==> config.mk <==
export PLATFORM = sky130hd
export DESIGN_NAME = text_cursor_writer
export DESIGN_NICKNAME = d
export VERILOG_FILES = /design/src/rtl/text_cursor_writer.sv
export SDC_FILE = /design/constraint.sdc
export NUM_CORES = 1
export LEC_CHECK = 0
export ABC_AREA = 1
export ABC_CLOCK_PERIOD_IN_PS = 1670
export BUFFER_PORTS_ARGS = -buffer_cell sky130_fd_sc_hd__buf_2
export CAP_MARGIN = 20
export CORE_UTILIZATION = 40
export DETAILED_ROUTE_END_ITERATION = 10
export REMOVE_ABC_BUFFERS = 1
export SLEW_MARGIN = 20
export SYNTH_ARGS = -nofsm -noshare
export SYNTH_HDL_FRONTEND = slang
export SYNTH_SLANG_ARGS = --single-unit
export TNS_END_PERCENT = 10
==> constraint.sdc <==
create_clock -name clk -period 1.67 [get_ports clk]
set_clock_uncertainty 0.05 [all_clocks]
set_input_delay 0.167 -clock clk [delete_from_list [all_inputs] [get_ports clk]]
set_output_delay 0.167 -clock clk [all_outputs]
set_load 0.02 [all_outputs]
==> src/rtl/text_cursor_writer.sv <==
// Byte-stream text cursor for a ROW_NUMBER x COL_NUMBER character plane.
// Issues one registered cell write per cycle, including full-screen and single-line clears.
module text_cursor_writer #(
    parameter int ROW_NUMBER     = 15,
    parameter int COL_NUMBER     = 40,
    parameter int ROW_BIT_LEN    = 4,
    parameter int COL_BIT_LEN    = 6,
    parameter int CHAR_ID_LENGTH = 8,
    parameter logic [CHAR_ID_LENGTH-1:0] BLANK_CHAR = 8'h20
) (
    input  logic                      clk,
    input  logic                      reset_n,
    input  logic [CHAR_ID_LENGTH-1:0] rx_data,
    input  logic                      rx_valid,
    output logic                      rx_ready,
    output logic                      wr_en,
    output logic [ROW_BIT_LEN-1:0]    wr_row,
    output logic [COL_BIT_LEN-1:0]    wr_col,
    output logic [CHAR_ID_LENGTH-1:0] wr_char,
    output logic [ROW_BIT_LEN-1:0]    cursor_row,
    output logic [COL_BIT_LEN-1:0]    cursor_col,
    output logic                      busy
);

    typedef enum logic [1:0] {
        CLR_ALL  = 2'd0,
        IDLE     = 2'd1,
        CLR_LINE = 2'd2
    } state_t;

    localparam logic [ROW_BIT_LEN-1:0]    ROW_LAST = ROW_BIT_LEN'(ROW_NUMBER - 1);
    localparam logic [COL_BIT_LEN-1:0]    COL_LAST = COL_BIT_LEN'(COL_NUMBER - 1);
    localparam logic [ROW_BIT_LEN-1:0]    ROW_ZERO = ROW_BIT_LEN'(0);
    localparam logic [COL_BIT_LEN-1:0]    COL_ZERO = COL_BIT_LEN'(0);
    localparam logic [ROW_BIT_LEN-1:0]    ROW_ONE  = ROW_BIT_LEN'(1);
    localparam logic [COL_BIT_LEN-1:0]    COL_ONE  = COL_BIT_LEN'(1);
    localparam logic [CHAR_ID_LENGTH-1:0] CH_BS    = CHAR_ID_LENGTH'(8'h08);
    localparam logic [CHAR_ID_LENGTH-1:0] CH_LF    = CHAR_ID_LENGTH'(8'h0A);
    localparam logic [CHAR_ID_LENGTH-1:0] CH_FF    = CHAR_ID_LENGTH'(8'h0C);
    localparam logic [CHAR_ID_LENGTH-1:0] CH_CR    = CHAR_ID_LENGTH'(8'h0D);
    localparam logic [CHAR_ID_LENGTH-1:0] CH_SPACE = CHAR_ID_LENGTH'(8'h20);
    localparam logic [CHAR_ID_LENGTH-1:0] CH_TILDE = CHAR_ID_LENGTH'(8'h7E);
    localparam logic [CHAR_ID_LENGTH-1:0] CH_HIGH  = CHAR_ID_LENGTH'(8'h80);

    state_t                      state_q, state_d;
    logic [ROW_BIT_LEN-1:0]      cur_row_q, cur_row_d;
    logic [COL_BIT_LEN-1:0]      cur_col_q, cur_col_d;
    logic [ROW_BIT_LEN-1:0]      clr_row_q, clr_row_d;
    logic [COL_BIT_LEN-1:0]      clr_col_q, clr_col_d;
    logic                        wr_en_q, wr_en_d;
    logic [ROW_BIT_LEN-1:0]      wr_row_q, wr_row_d;
    logic [COL_BIT_LEN-1:0]      wr_col_q, wr_col_d;
    logic [CHAR_ID_LENGTH-1:0]   wr_char_q, wr_char_d;
    logic                        busy_q, busy_d;

    function automatic logic is_printable(input logic [CHAR_ID_LENGTH-1:0] b);
        return ((b >= CH_SPACE) && (b <= CH_TILDE)) || (b >= CH_HIGH);
    endfunction

    function automatic logic [ROW_BIT_LEN-1:0] next_row(input logic [ROW_BIT_LEN-1:0] r);
        return (r == ROW_LAST) ? ROW_ZERO : (r + ROW_ONE);
    endfunction

    assign rx_ready   = (state_q == IDLE);
    assign wr_en      = wr_en_q;
    assign wr_row     = wr_row_q;
    assign wr_col     = wr_col_q;
    assign wr_char    = wr_char_q;
    assign cursor_row = cur_row_q;
    assign cursor_col = cur_col_q;
    assign busy       = busy_q;

    // Next-state, cursor, clear-scan and write-command decode.
    always_comb begin
        state_d   = state_q;
        cur_row_d = cur_row_q;
        cur_col_d = cur_col_q;
        clr_row_d = clr_row_q;
        clr_col_d = clr_col_q;
        wr_en_d   = 1'b0;
        wr_row_d  = wr_row_q;
        wr_col_d  = wr_col_q;
        wr_char_d = wr_char_q;

        case (state_q)
            CLR_ALL: begin
                wr_en_d   = 1'b1;
                wr_row_d  = clr_row_q;
                wr_col_d  = clr_col_q;
                wr_char_d = BLANK_CHAR;
                if (clr_col_q == COL_LAST) begin
                    clr_col_d = COL_ZERO;
                    if (clr_row_q == ROW_LAST) begin
                        clr_row_d = ROW_ZERO;
                        cur_row_d = ROW_ZERO;
                        cur_col_d = COL_ZERO;
                        state_d   = IDLE;
                    end else begin
                        clr_row_d = clr_row_q + ROW_ONE;
                    end
                end else begin
                    clr_col_d = clr_col_q + COL_ONE;
                end
            end
            CLR_LINE: begin
                wr_en_d   = 1'b1;
                wr_row_d  = cur_row_q;
                wr_col_d  = clr_col_q;
                wr_char_d = BLANK_CHAR;
                if (clr_col_q == COL_LAST) begin
                    clr_col_d = COL_ZERO;
                    state_d   = IDLE;
                end else begin
                    clr_col_d = clr_col_q + COL_ONE;
                end
            end
            IDLE: begin
                if (rx_valid && rx_ready) begin
                    if (is_printable(rx_data)) begin
                        wr_en_d   = 1'b1;
                        wr_row_d  = cur_row_q;
                        wr_col_d  = cur_col_q;
                        wr_char_d = rx_data;
                        // Writing the last column wraps and clears the next line.
                        if (cur_col_q == COL_LAST) begin
                            cur_col_d = COL_ZERO;
                            cur_row_d = next_row(cur_row_q);
                            clr_col_d = COL_ZERO;
                            state_d   = CLR_LINE;
                        end else begin
                            cur_col_d = cur_col_q + COL_ONE;
                        end
                    end else begin
                        case (rx_data)
                            CH_CR: cur_col_d = COL_ZERO;
                            CH_LF: begin
                                cur_col_d = COL_ZERO;
                                cur_row_d = next_row(cur_row_q);
                                clr_col_d = COL_ZERO;
                                state_d   = CLR_LINE;
                            end
                            CH_BS: begin
                                if (cur_col_q != COL_ZERO) begin
                                    cur_col_d = cur_col_q - COL_ONE;
                                    wr_en_d   = 1'b1;
                                    wr_row_d  = cur_row_q;
                                    wr_col_d  = cur_col_q - COL_ONE;
                                    wr_char_d = BLANK_CHAR;
                                end else begin
                                    cur_col_d = cur_col_q;
                                end
                            end
                            CH_FF: begin
                                clr_row_d = ROW_ZERO;
                                clr_col_d = COL_ZERO;
                                state_d   = CLR_ALL;
                            end
                            default: state_d = IDLE;
                        endcase
                    end
                end else begin
                    state_d = IDLE;
                end
            end
            default: begin
                clr_row_d = ROW_ZERO;
                clr_col_d = COL_ZERO;
                state_d   = CLR_ALL;
            end
        endcase

        busy_d = (state_d != IDLE);
    end

    // State and registered output flops; reset restarts the full-screen clear.
    always_ff @(posedge clk or negedge reset_n) begin
        if (!reset_n) begin
            state_q   <= CLR_ALL;
            cur_row_q <= ROW_ZERO;
            cur_col_q <= COL_ZERO;
            clr_row_q <= ROW_ZERO;
            clr_col_q <= COL_ZERO;
            wr_en_q   <= 1'b0;
            wr_row_q  <= ROW_ZERO;
            wr_col_q  <= COL_ZERO;
            wr_char_q <= {CHAR_ID_LENGTH{1'b0}};
            busy_q    <= 1'b1;
        end else begin
            state_q   <= state_d;
            cur_row_q <= cur_row_d;
            cur_col_q <= cur_col_d;
            clr_row_q <= clr_row_d;
            clr_col_q <= clr_col_d;
            wr_en_q   <= wr_en_d;
            wr_row_q  <= wr_row_d;
            wr_col_q  <= wr_col_d;
            wr_char_q <= wr_char_d;
            busy_q    <= busy_d;
        end
    end

endmodule
==> run_results.csv <==
group,metric,value,unit
setup_path,cp_slowest_cell,"dfrtp_1",
floorplanning,dieHeight,84.98,um
drt,route.detailed.drc,5,
cts,h-tree-depth,2,
power,p_sw_share,45.77,%
place,port_buffers,41,
logic_synthesis,synth_area,2754,sq um
setup_path,max_stage_delay,0.39,ns
floorplanning,core,6495,sq um
sta,slew_violations,0,
drt,first_iter_violations,190,
place,dpl_cell_area,3326,sq um
global_route,grt_pass1_wl,11.83,mm
logic_synthesis,synth-edff-count,0,
power,ir_worst_vdd,0.0008327,V
layout,layout.cells.most_common,"nand2_1",
place,place_hpwl,5.303,mm
place,place_ws,-0.1407,ns
power,p_total,5.890,mW
layout,final_cell_mix,"134 x nand2_1, 43 x buf_4, 41 x dfrtp_1, 41 x buf_2",
power,p_int,3.194,mW
logic_synthesis,synth.area.top_cells,"dfrtp_1 37%, nand2_1 19%, ha_1 5.5%, inv_1 4.4%, nand3_1 4.2%",
setup_path,crit_path_start,"clr_row_q[0]$_DFFE_PN0P_",
global_route,grt_max_degree,23,
logic_synthesis,synthFlopType,"dfrtp_1",
cts,clk_pin_slew,0.08,ns
layout,utilization,55.25,%
global_route,overflow,0,
layout,multi_input_area,1579,sq um
logic_synthesis,synthDistinctLibCells,32,
layout,syn_to_final_growth,30.30,%
drt,vias_per_cell,4.811,
logic_synthesis,synth_area_leader_cell,"dfrtp_1",
logic_synthesis,ys_ff_latch,42,
sta,fmax,561.0,MHz
setup_path,reg2reg_depth,11,
floorplanning,io_pins,42,
drt,postRouteAntennaNets,0,
sta,tightest_slew,0.4953,ns
global_route,first_global_vias,2491,
floorplanning,start_util,42.40,%
floorplanning,die_width,84.98,um
sta,setup_ws,-0.1125,ns
power,p_seq_share,26.5,%
power,power_leakage,1.893,nW
cts,cts_tree,"yes",
cts,cts-buffers-inserted,5,
drt,wirelength,7.028,mm
logic_synthesis,seq_area_frac_synth,38.21,%
cts,cts.path.max_buffers,2,
sta,period_share,106.7,%
cts,cts_root_buffer,"clkbuf_8",
logic_synthesis,async_flop_share,100.0,%
global_route,antenna_found_initial,0,
power,power_density,1641,nW/um^2
setup_path,r2r_start,"clr_row_q[0]$_DFFE_PN0P_",
job,drv_cap,0,
outcome,violations,"design-rule violations, negative setup slack",
floorplanning,core.rowCount,29,
setup_path,path_max_fanout,5,
place,gp_congestion,0.8626,
setup_path,cp-endpoint,"cursor_col[5]$_DFFE_PN0P_",
setup_path,end_kind,"flip-flop",
layout,drive_above_1_share,31.14,%
sta,finalSetupViolCount,10,
sta,grt_setup_unrepaired,"yes",
setup_path,r2r_slack,-0.11,ns
setup_path,crit_chain,"inv_1 -> ha_2 -> nand3_2 -> nand2_2 -> inv_2 -> nor3b_4 -> nand2_2 -> nor2_4 -> inv_2 -> nand2_1 -> nand2_1",
power,p_clk_share,11.7,%
floorplanning,dieArea,7221,sq um
layout,fill_cells,652,
layout,regArea,1052,sq um
setup_path,reg2reg_to,"cursor_col[5]$_DFFE_PN0P_",
setup_path,cp-start-kind,"flip-flop",
setup_path,worst-setup-path-type,"reg2reg",
setup_path,crit_arrival,1.93,ns
logic_synthesis,avgSynthCellArea,7.209,sq um
power,power_switching,2.696,mW
logic_synthesis,yosys_warnings,0,
sta,timing_hold_violations_final,0,
cts,cts_sinks,42,
logic_synthesis,synth_top_area_share,37.26,%
sta,fin_crit,1.782,ns
setup_path,worstPathRequired,1.81,ns
power,combinationalPowerShare,61.8,%
cts,insertion_delay,0.29,ns
drt,vias,2641,
drt,first_pass_iters,10,
logic_synthesis,synth_cells,382,
sta,max_slew_margin,66.98,%
worst_hold_path,hold_path_class,"in2reg",
layout,fin_area,3588,sq um
layout,n_antenna_cell,0,
global_route,grt_use_total,20.93,%
layout,fin_nets,494,
drt,wl_per_cell,12.80,um
outcome,outcome,"finished with violations",
sta,fin_tns_setup,-0.5768,ns
[kinds of logic after synthesis]
logic type               Yosys count  synth area share [%]
XOR/XNOR                          10                 3.181
adder cells (fa/ha/maj)           12                 5.452
buffers and inverters             50                 7.996
flip-flops                        42                 38.21
AO/OA/AOI/OAI                     48                 9.314
AND/OR/NAND/NOR                  220                 35.85
[worst min path at each step]
| stage | startpoint | to | slack [ns] | depth (start not counted) |
|---|---|---|---|---|
| 5_1_grt | rx_data[4] | wr_char[4]$_DFFE_PN0P_ | 0.09 | 3 |
| 4_1_cts | rx_data[2] | wr_char[2]$_DFFE_PN0P_ | 0.07 | 3 |
| 2_1_floorplan | reset_n | clr_col_q[0]$_DFFE_PN0P_ | -0.18 | 0 |
| 3_5_place_dp | reset_n | wr_char[0]$_DFFE_PN0P_ | 0.11 | 1 |
| 3_3_place_gp | reset_n | wr_char[0]$_DFFE_PN0P_ | 0.11 | 1 |
| 6_report | rx_data[2] | wr_char[2]$_DFFE_PN0P_ | 0.08 | 3 |
[registers in the layout, indices dropped and copies added (netlist names)]
register,count
busy,1
clr_col_q,6
clr_row_q,4
cursor_col,6
cursor_row,4
state_q,2
wr_char,8
wr_col,6
wr_en,1
wr_row,4
[critical path: cells and delay by family, from the launching register on]
family	cells	cell delay, ns
and+or+nand+nor	7	0.87
DFF	1	0.39
buffers and inverters	3	0.19
adders and majority gates	1	0.18
[layout make-up]
| type | instances | area share [%] |
|---|---|---|
| inverter | 42 | 4.498 |
| tap | 77 | 2.685 |
| clock buffer | 6 | 2.301 |
| timing repair buffer | 89 | 16.84 |
| clock inverter | 2 | 0.3487 |
| sequential | 42 | 29.32 |
| multi-input combinational | 291 | 44.00 |
[routing by layer]
metal	vias to the layer above	track usage [%]	routed length [um]
met5	-	0	0
met4	0	8.629	172
met3	15	3.113	268
met2	54	32.55	3179
met1	1189	29.22	3408
li1	1383	-	-
[what timing repair did]
| item | 4_1_cts | 5_1_grt |
|---|---|---|
| hold buffers | 1 | 0 |
| endpoints found under the setup margin | 35 | 42 |
| resized for setup | 19 | 12 |
| setup buffers | 4 | 2 |
| pin swaps | 7 | 7 |
| hold endpoints to repair | 19 | 0 |
| gates cloned | 1 | 0 |
[synthesized netlist by cell type (4+ instances only)]
cell type / n
a21oi_1: 8
buf_6: 4
clkinv_1: 4
dfrtp_1: 41
ha_1: 12
inv_1: 32
inv_2: 6
nand2_1: 138
nand2_2: 4
nand3_1: 23
nor2_1: 30
o21ai_0: 18
o21ai_1: 15
or2_2: 5
xor2_1: 8
[power groups by stage]
stage / registers (mW) / logic [mW] / clock network (mW)
final: 1.56 / 3.64 / 0.691
after global routing: 1.60 / 4.03 / 0.758
after CTS: 1.55 / 3.52 / 0.726
after detailed placement: 1.57 / 3.27 / 0
after global placement: 1.56 / 3.24 / 0
after floorplan: 1.93 / 1.59 / 0
[per-stage QoR]
step / hold slack (ns) / std cells
floorplan: -0.1786 / 374
global placement: 0.1125 / 533
detailed placement: 0.1067 / 533
CTS: 0.07164 / 547
global route: 0.09082 / 549
finish: 0.08117 / 549
Power figures use the tool's default switching activity.
